### config.mk
export PLATFORM = sky130hd
export DESIGN_NAME = traffic_phase_timer
export DESIGN_NICKNAME = d
export VERILOG_FILES = /design/src/rtl/traffic_phase_timer.sv
export SDC_FILE = /design/constraint.sdc
export NUM_CORES = 1
export LEC_CHECK = 0
export CAP_MARGIN = 10
export CORE_MARGIN = 4
export CORE_UTILIZATION = 35
export CTS_CLUSTER_SIZE = 10
export DETAILED_ROUTE_END_ITERATION = 8
export HOLD_SLACK_MARGIN = 0.15
export PLACE_DENSITY = 0.78
export SYNTH_ARGS = -nofsm -noshare
export SYNTH_HDL_FRONTEND = slang
export SYNTH_SLANG_ARGS = --single-unit
### constraint.sdc
create_clock -name clk -period 4.32 [get_ports clk]
set_input_delay 0.864 -clock clk [delete_from_list [all_inputs] [get_ports clk]]
set_output_delay 0.864 -clock clk [all_outputs]
set_load 0.05 [all_outputs]
### src/rtl/traffic_phase_timer.sv
// traffic_phase_timer: phase sequencer for the traffic-light controller.
// Steps through NUM_PHASES phases, each lasting a runtime-programmable number
// of prescaled ticks. Reports the phase (one-hot and index), the ticks elapsed
// in the phase and a one-cycle pulse on every phase change.
// Optional feature: define PHASE_TIMER_EXTEND_EN to add the ext_req port, which
// lengthens the current phase once by EXT_TICKS ticks (saturating).
module traffic_phase_timer #(
  parameter int NUM_PHASES = 3,
  parameter int CNT_W      = 8,
  parameter int TICK_DIV   = 1,
  parameter int EXT_TICKS  = 4,
  localparam int IDX_W     = (NUM_PHASES > 2) ? $clog2(NUM_PHASES) : 1
) (
  input  logic                        clk,
  input  logic                        rst,
  input  logic                        en,
  input  logic                        force_next,
  input  logic [NUM_PHASES*CNT_W-1:0] dur,
`ifdef PHASE_TIMER_EXTEND_EN
  input  logic                        ext_req,
`endif
  output logic [NUM_PHASES-1:0]       phase_onehot,
  output logic [IDX_W-1:0]            phase_idx,
  output logic [CNT_W-1:0]            count,
  output logic                        phase_done
);

  localparam int              PS_W    = (TICK_DIV > 1) ? $clog2(TICK_DIV) : 1;
  localparam logic [PS_W-1:0] PS_LAST = PS_W'(TICK_DIV - 1);
  localparam logic [CNT_W:0]  SAT_MAX = {1'b0, {CNT_W{1'b1}}};
  localparam logic [CNT_W:0]  EXT_ADD = (CNT_W + 1)'(EXT_TICKS);

  logic [PS_W-1:0]  presc;
  logic             ext_active;
  logic [CNT_W-1:0] dur_sel;
  logic [CNT_W-1:0] d_base;
  logic [CNT_W-1:0] d_eff;
  logic [CNT_W:0]   d_sum;
  logic             tick;
  logic             terminal;
  logic [IDX_W-1:0] next_idx;

  // Live duration of the current phase: zero means one tick, extension saturates
  always_comb begin
    dur_sel = dur[phase_idx*CNT_W +: CNT_W];
    d_base  = (dur_sel == '0) ? CNT_W'(1) : dur_sel;
    d_sum   = {1'b0, d_base} + EXT_ADD;
    d_eff   = d_base;
    if (ext_active) begin
      d_eff = (d_sum > SAT_MAX) ? {CNT_W{1'b1}} : d_sum[CNT_W-1:0];
    end
  end

  // Tick strobe, end-of-phase detect (>= so a shrunk duration ends at once) and next index
  always_comb begin
    tick     = en && (presc == PS_LAST);
    terminal = (count >= (d_eff - CNT_W'(1)));
    next_idx = (phase_idx == IDX_W'(NUM_PHASES - 1)) ? '0 : phase_idx + IDX_W'(1);
  end

  // Prescaler, tick counter and phase register; force_next overrides the timer
  always_ff @(posedge clk or negedge rst) begin
    if (!rst) begin
      presc        <= '0;
      count        <= '0;
      phase_idx    <= '0;
      phase_onehot <= NUM_PHASES'(1);
      phase_done   <= 1'b0;
    end else begin
      phase_done <= 1'b0;
      if (force_next) begin
        presc        <= '0;
        count        <= '0;
        phase_idx    <= next_idx;
        phase_onehot <= NUM_PHASES'(1) << next_idx;
        phase_done   <= 1'b1;
      end else if (en) begin
        if (tick) begin
          presc <= '0;
          if (terminal) begin
            count        <= '0;
            phase_idx    <= next_idx;
            phase_onehot <= NUM_PHASES'(1) << next_idx;
            phase_done   <= 1'b1;
          end else begin
            count <= count + CNT_W'(1);
          end
        end else begin
          presc <= presc + PS_W'(1);
        end
      end
    end
  end

`ifdef PHASE_TIMER_EXTEND_EN
  logic ext_used;

  // Extension flag: set by the first request in a phase, cleared on every phase change
  always_ff @(posedge clk or negedge rst) begin
    if (!rst) begin
      ext_used <= 1'b0;
    end else if (force_next || (tick && terminal)) begin
      ext_used <= 1'b0;
    end else if (ext_req) begin
      ext_used <= 1'b1;
    end
  end

  assign ext_active = ext_used;
`else
  assign ext_active = 1'b0;
`endif

endmodule
==> results.toml, run 1 <==
[setup_path]
crit_path_start_kind = "input port"
arrival_ns = 4.03
slowest_delay_ns = 0.40
slowest_stage = "clkdlybuf4s50_1"
worst-path-max-fanout = 4
crit_chain = "clkdlybuf4s50_1, mux2i_1, a2bb2oi_2, and4_4, and4_4, nor2_1, ha_1, nand2_1, xnor2_1, ha_1, nor2b_1, o21ai_0, o311a_1, nor2_2, mux2_1"
critPathKind = "input port to register"
path_delay_family = "simple AND/OR/NAND/NOR gates"
endpoint_kind = "register"
path_buf_inv = 1
cp.required_ns = 4.48

[sta]
fmax_ghz = 0.258
fin_tns_setup_ns = 0
fin_crit_ns = 3.87
finalClockSkew_ns = 0.00421
setup_viol = 0
tightest_slew_ns = 0.863
final_hold_viol_count = 0
rsz0062_at_grt = "no"
min_period_over_period = 0.896
relSlewSlack = 0.425
report.final.slew_viol_count = 0

[final_layout]
area_delta_synth_final_pct = 41.9
fin_cells = 204
final_nets = 199
ff_latch_area_sq_um = 327
fin_area_sq_um = 1560
final_layout_size_suffix_gt1_frac = 0.100
finish.utilization = 0.515
diodes = 0
filler_cell_count = 286
multi_input_area_sq_um = 708

[clock_tree]
cts-buffers-inserted = 3
cts_buffer_depth = 2
cts-root-buf = "clkbuf_4"
cts_setup_buffers = 0
insertion_delay_ns = 0.27
cts_sinks = 13
cts_tree = "yes"
htreeDepth = 1
hold_buffers = 0
ctsResizeCount = 0
clk_pin_slew_worst_paths_ns = 0.08

[routing]
postRouteAntennaNets = 0
wirelength_um = 2930
drc_errors = 0
drtIter0Drc = 38
post_drt_wl_per_cell_um = 14.3
dr.pass1.iters = 4
via_per_inst = 5.12
num_vias = 1045

[floorplanning]
die_height_um = 64.1
start_util = 0.363
die_x_um = 64.1
die_area_sq_um = 4100
coreArea_sq_um = 3030
rows = 20
pin_count = 42

[placement]
dp.cells = 200
gp_congestion = 0.746
dp_hpwl_um = 2380
port-buffer-count = 41
placed_cell_area_sq_um = 1530

[run]
maxCapViolations = 0

[yosys]
syn_nets = 158
synth_warnings = 0
syn_inst = 120
yosysSeqAreaShare = 0.297
synth.avg_cell_area_sq_um = 9.17
yosys_register_bits = 13
synth_area_sq_um = 1100
ys_types = 37
synthArstFlopShare = 1.00
synth_flop_cell = "dfrtp_1"
synth_edf_count = 0

[global_routing]
grt_pass1_vias = 1004
antenna_found_initial = 0
grt_max_degree = 15
grt.total_usage = 0.143
grt_pass1_wl_um = 4740
grt_overflow = 0

[power]
peakVddDrop_mv = 0.255
p_leak_nw = 0.639
p_per_area_nw_per_um2 = 558
power_mw = 0.871

[status]
status = "finished clean"

[hold_path]
hold_class = "register to register"
-- stage by stage --
| step | setup slack (ns) | hold WS, ns |
|---|---|---|
| final | 0.450 | 0.514 |
| after global routing | 0.292 | 0.536 |
| after CTS | 0.453 | 0.524 |
| after detailed placement | 0.179 | 0.511 |
| after global placement | 0.287 | 0.489 |
| after floorplan | 0.638 | 0.474 |
-- final timing paths --
| path | start | endpoint | slack [ns] | cells after the start |
|---|---|---|---|---|
| setup / recovery | dur[19] | phase_onehot[1]$_DFFE_PN0P_ | 0.45 | 15 |
| hold / removal | presc$_DFFE_PN0P_ | presc$_DFFE_PN0P_ | 0.51 | 2 |
| setup reg to reg | phase_onehot[2]$_DFFE_PN0P_ | phase_onehot[1]$_DFFE_PN0P_ | 0.59 | 15 |
| hold reg to reg | presc$_DFFE_PN0P_ | presc$_DFFE_PN0P_ | 0.51 | 2 |
| max in group asynchronous | rst | count[1]$_DFFE_PN0P_ | 3.00 | 1 |
| min in group asynchronous | rst | presc$_DFFE_PN0P_ | 0.95 | 1 |
-- state kept, by name, summed over array words and instances, names as in the netlist --
register and flops:
phase_done 1, phase_onehot 3, count 8, presc 1
-- layout by cell type, fill, tap and decap left out, types with 2 or more instances in the layout --
cell type        instances
nor2_1                   7
nand3_1                 11
mux2_1                   3
o311ai_1                 5
ha_1                    10
xnor2_1                  2
nand2b_1                 2
nand2_1                 13
inv_1                    5
buf_4                    2
and4_4                   2
a21oi_1                  6
dfrtp_1                 12
xor2_1                   3
nor2b_1                  2
clkdlybuf4s50_1         41
a2bb2oi_2                3
o21ai_0                  3
mux2i_1                  8
clkbuf_4                 3
-- synthesized netlist by cell type, types with 2 or more instances --
cell	number	area (sq um)
a21oi_1	6	30.0
buf_4	3	22.5
nand2_1	13	48.8
xor2_1	3	26.3
mux2_1	3	33.8
nand2b_1	2	12.5
clkbuf_1	2	7.51
dfrtp_1	12	300
nand3_1	11	55.1
xnor2_1	2	17.5
inv_1	5	18.8
mux2i_1	8	80.1
o21ai_0	3	15.0
and4_4	2	22.5
nor2b_1	2	12.5
nor2_1	7	26.3
a2bb2oi_2	3	45.0
o311ai_1	5	43.8
ha_1	10	125
-- power by group --
part	switching, mW	internal, mW
registers	0.0589	0.146
logic	0.324	0.269
clock network	0.0375	0.0358
-- metal layers --
| metal | vias up | track usage | wire length (um) |
|---|---|---|---|
| met4 | 0 | 0.0162 | 18 |
| met5 | - | 0 | 0 |
| met3 | 2 | 0.0510 | 186 |
| met2 | 26 | 0.240 | 1460 |
| met1 | 503 | 0.181 | 1260 |
| li1 | 514 | - | - |
-- kinds of logic (layout without fill, tap and decap cells) --
logic type      after synthesis  in the layout  share of synthesized area
simple gates                 45             45                      0.217
mux                          11             11                      0.104
xor+xnor                      5              5                     0.0398
buf+inv                      12             52                     0.0592
compound gates               24             24                      0.170
flops                        13             13                      0.297
fa+ha+maj                    10             10                      0.114
-- worst reg2reg max path, cell delays in order, from the launching register on --
cell	delay [ns]
dfrtp_1	0.72
nor2b_1	0.10
buf_4	0.19
a2bb2oi_2	0.26
and4_4	0.28
and4_4	0.24
nor2_1	0.06
ha_1	0.23
nand2_1	0.08
xnor2_1	0.13
ha_1	0.27
nor2b_1	0.13
o21ai_0	0.19
o311a_1	0.28
nor2_2	0.09
mux2_1	0.35
-- cell type report --
type	count	area share
clock buffer	4	0.0168
tap	44	0.0353
sequential	13	0.209
inverter	5	0.0120
timing repair buffer	43	0.273
multi-input combinational	95	0.454
Power figures use the tool's default switching activity.
==> inputs of run 2 (changes only) <==
==> constraint.sdc (replaced) <==
create_clock -name clk -period 4.32 [get_ports clk]
set_input_delay 0.648 -clock clk [delete_from_list [all_inputs] [get_ports clk]]
set_output_delay 0.648 -clock clk [all_outputs]
set_load 0.05 [all_outputs]
==> run 2 against run 1 <==
Critical endpoint is now count[3]$_DFFE_PN0P_. Largest cell class unchanged. Total power is 1.4% higher. Sequential cell count stayed put. Largest power group unchanged. Design area fell by 0.48%. Combinational power up 2%.
==> results.toml, run 2 (same netlist as run 1, synthesis figures left out) <==
[status]
status = "finished clean"

[final_layout]
filler_cell_count = 292
final_layout_size_suffix_gt1_frac = 0.0943
diodes = 0
ff_latch_area_sq_um = 327
finish.utilization = 0.513
multi_input_area_sq_um = 708
largest_register = "count"
mostFrequentLayoutCells = "clkdlybuf4s50_1 (41), nand2_1 (13), dfrtp_1 (12)"
layout_commonest_cell = "clkdlybuf4s50_1"
area_delta_synth_final_pct = 41.2
reg_top3 = "count x8, phase_onehot x3"
largest_reg_flops = 8
final_nets = 198

[clock_tree]
cts_sinks = 13
clk_pin_slew_worst_paths_ns = 0.07
cts-buffers-inserted = 3
htreeDepth = 1
cts_setup_buffers = 0
cts-root-buf = "clkbuf_4"
insertion_delay_ns = 0.28
hold_buffers = 0
cts_buffer_depth = 2
ctsResizeCount = 0
cts_tree = "yes"

[floorplanning]
die_area_sq_um = 4100
coreArea_sq_um = 3030
die_x_um = 64.1
pin_count = 42
die_height_um = 64.1
rows = 20
start_util = 0.363

[sta]
fin_ws_ns = 0.328
hold_ws_ns = 0.516
tightest_slew_ns = 0.851
finalClockSkew_ns = 0.000710
fin_crit_ns = 3.99
fmax_ghz = 0.251
report.final.slew_viol_count = 0
relSlewSlack = 0.433
min_period_over_period = 0.924
rsz0062_at_grt = "no"
fin_tns_setup_ns = 0
final_hold_viol_count = 0
setup_viol = 0

[hold_path]
hold_class = "register to register"

[global_routing]
grt_overflow = 0
grt_max_degree = 15
antenna_found_initial = 0
grt.total_usage = 0.155
grt_pass1_wl_um = 5030
grt_pass1_vias = 1067

[setup_path]
worst-path-max-fanout = 14
cp.required_ns = 4.49
endpoint_kind = "register"
arrival_ns = 4.16
crit_path_start_kind = "register"
critPathKind = "register to register"

[power]
p_leak_nw = 0.634
p_per_area_nw_per_um2 = 569
peakVddDrop_mv = 0.234

[placement]
gp_congestion = 0.775
port-buffer-count = 41
dp_hpwl_um = 2400
pre_cts_ws_ns = 0.149

[routing]
postRouteAntennaNets = 0
drtIter0Drc = 56
wirelength_um = 3020
num_vias = 1089
drc_errors = 0
post_drt_wl_per_cell_um = 14.9
via_per_inst = 5.36
dr.pass1.iters = 4

[run]
maxCapViolations = 0
run 2: cell count changes in the layout (fill, tap and decap cells not counted), sizes merged:
cell / before / now
buf: 2 / 1
run 2: worst paths after layout:
check	start	end	slack, ns	cells after the start
worst min-delay path	presc$_DFFE_PN0P_	presc$_DFFE_PN0P_	0.52	2
min in group asynchronous	rst	phase_done$_DFF_PN0_	0.73	1
worst max-delay path	phase_onehot[2]$_DFFE_PN0P_	count[3]$_DFFE_PN0P_	0.33	14
max in group asynchronous	rst	count[0]$_DFFE_PN0P_	3.22	1
worst min register to register	presc$_DFFE_PN0P_	presc$_DFFE_PN0P_	0.52	2
worst max register to register	phase_onehot[2]$_DFFE_PN0P_	count[3]$_DFFE_PN0P_	0.33	14
run 2: layout make-up:
type	count	area share
clock buffer	4	0.0169
inverter	5	0.0121
multi-input combinational	95	0.456
sequential	13	0.210
tap	44	0.0355
timing repair buffer	42	0.269
run 2: per-layer routing:
metal	wire (um)	global-route usage	part of all wire	vias to the layer above
met1	1180	0.173	0.39	531
met4	21	0.0377	0.0070	0
met5	0	0	0	-
li1	-	-	-	514
met3	252	0.0668	0.083	4
met2	1570	0.267	0.52	40
run 2: power by group:
part | internal [mW] | switching (mW) | total, mW
clock network | 0.0359 | 0.0403 | 0.0762
logic | 0.270 | 0.334 | 0.604
registers | 0.146 | 0.0572 | 0.203
run 2: through the flow:
step / instance area, sq um / std cells / total power [mW]
final: 1550 / 203 / 0.883
after global routing: 1550 / 203 / 0.954
after CTS: 1550 / 203 / 0.886
after detailed placement: 1530 / 199 / 0.803
after global placement: 1530 / 199 / 0.769
after floorplan: 1100 / 120 / 0.649
run 2: critical path: stages (launching register included):
cell and delay [ns]:
dfrtp_1 0.73, mux2i_1 0.30, a2bb2oi_2 0.28, and4_4 0.28, and4_4 0.25, nor2_1 0.07, ha_1 0.25, nand2_1 0.09
xnor2_1 0.12, ha_1 0.26, nor2b_1 0.14, o21ai_0 0.14, o311a_1 0.42, nand2b_2 0.19, o311ai_1 0.34
==> inputs of run 3 (changes only) <==
Settings changed: SLEW_MARGIN set to 20.
==> results of run 3 <==
The final DEF is identical to that of run 2; final timing and power are the same.
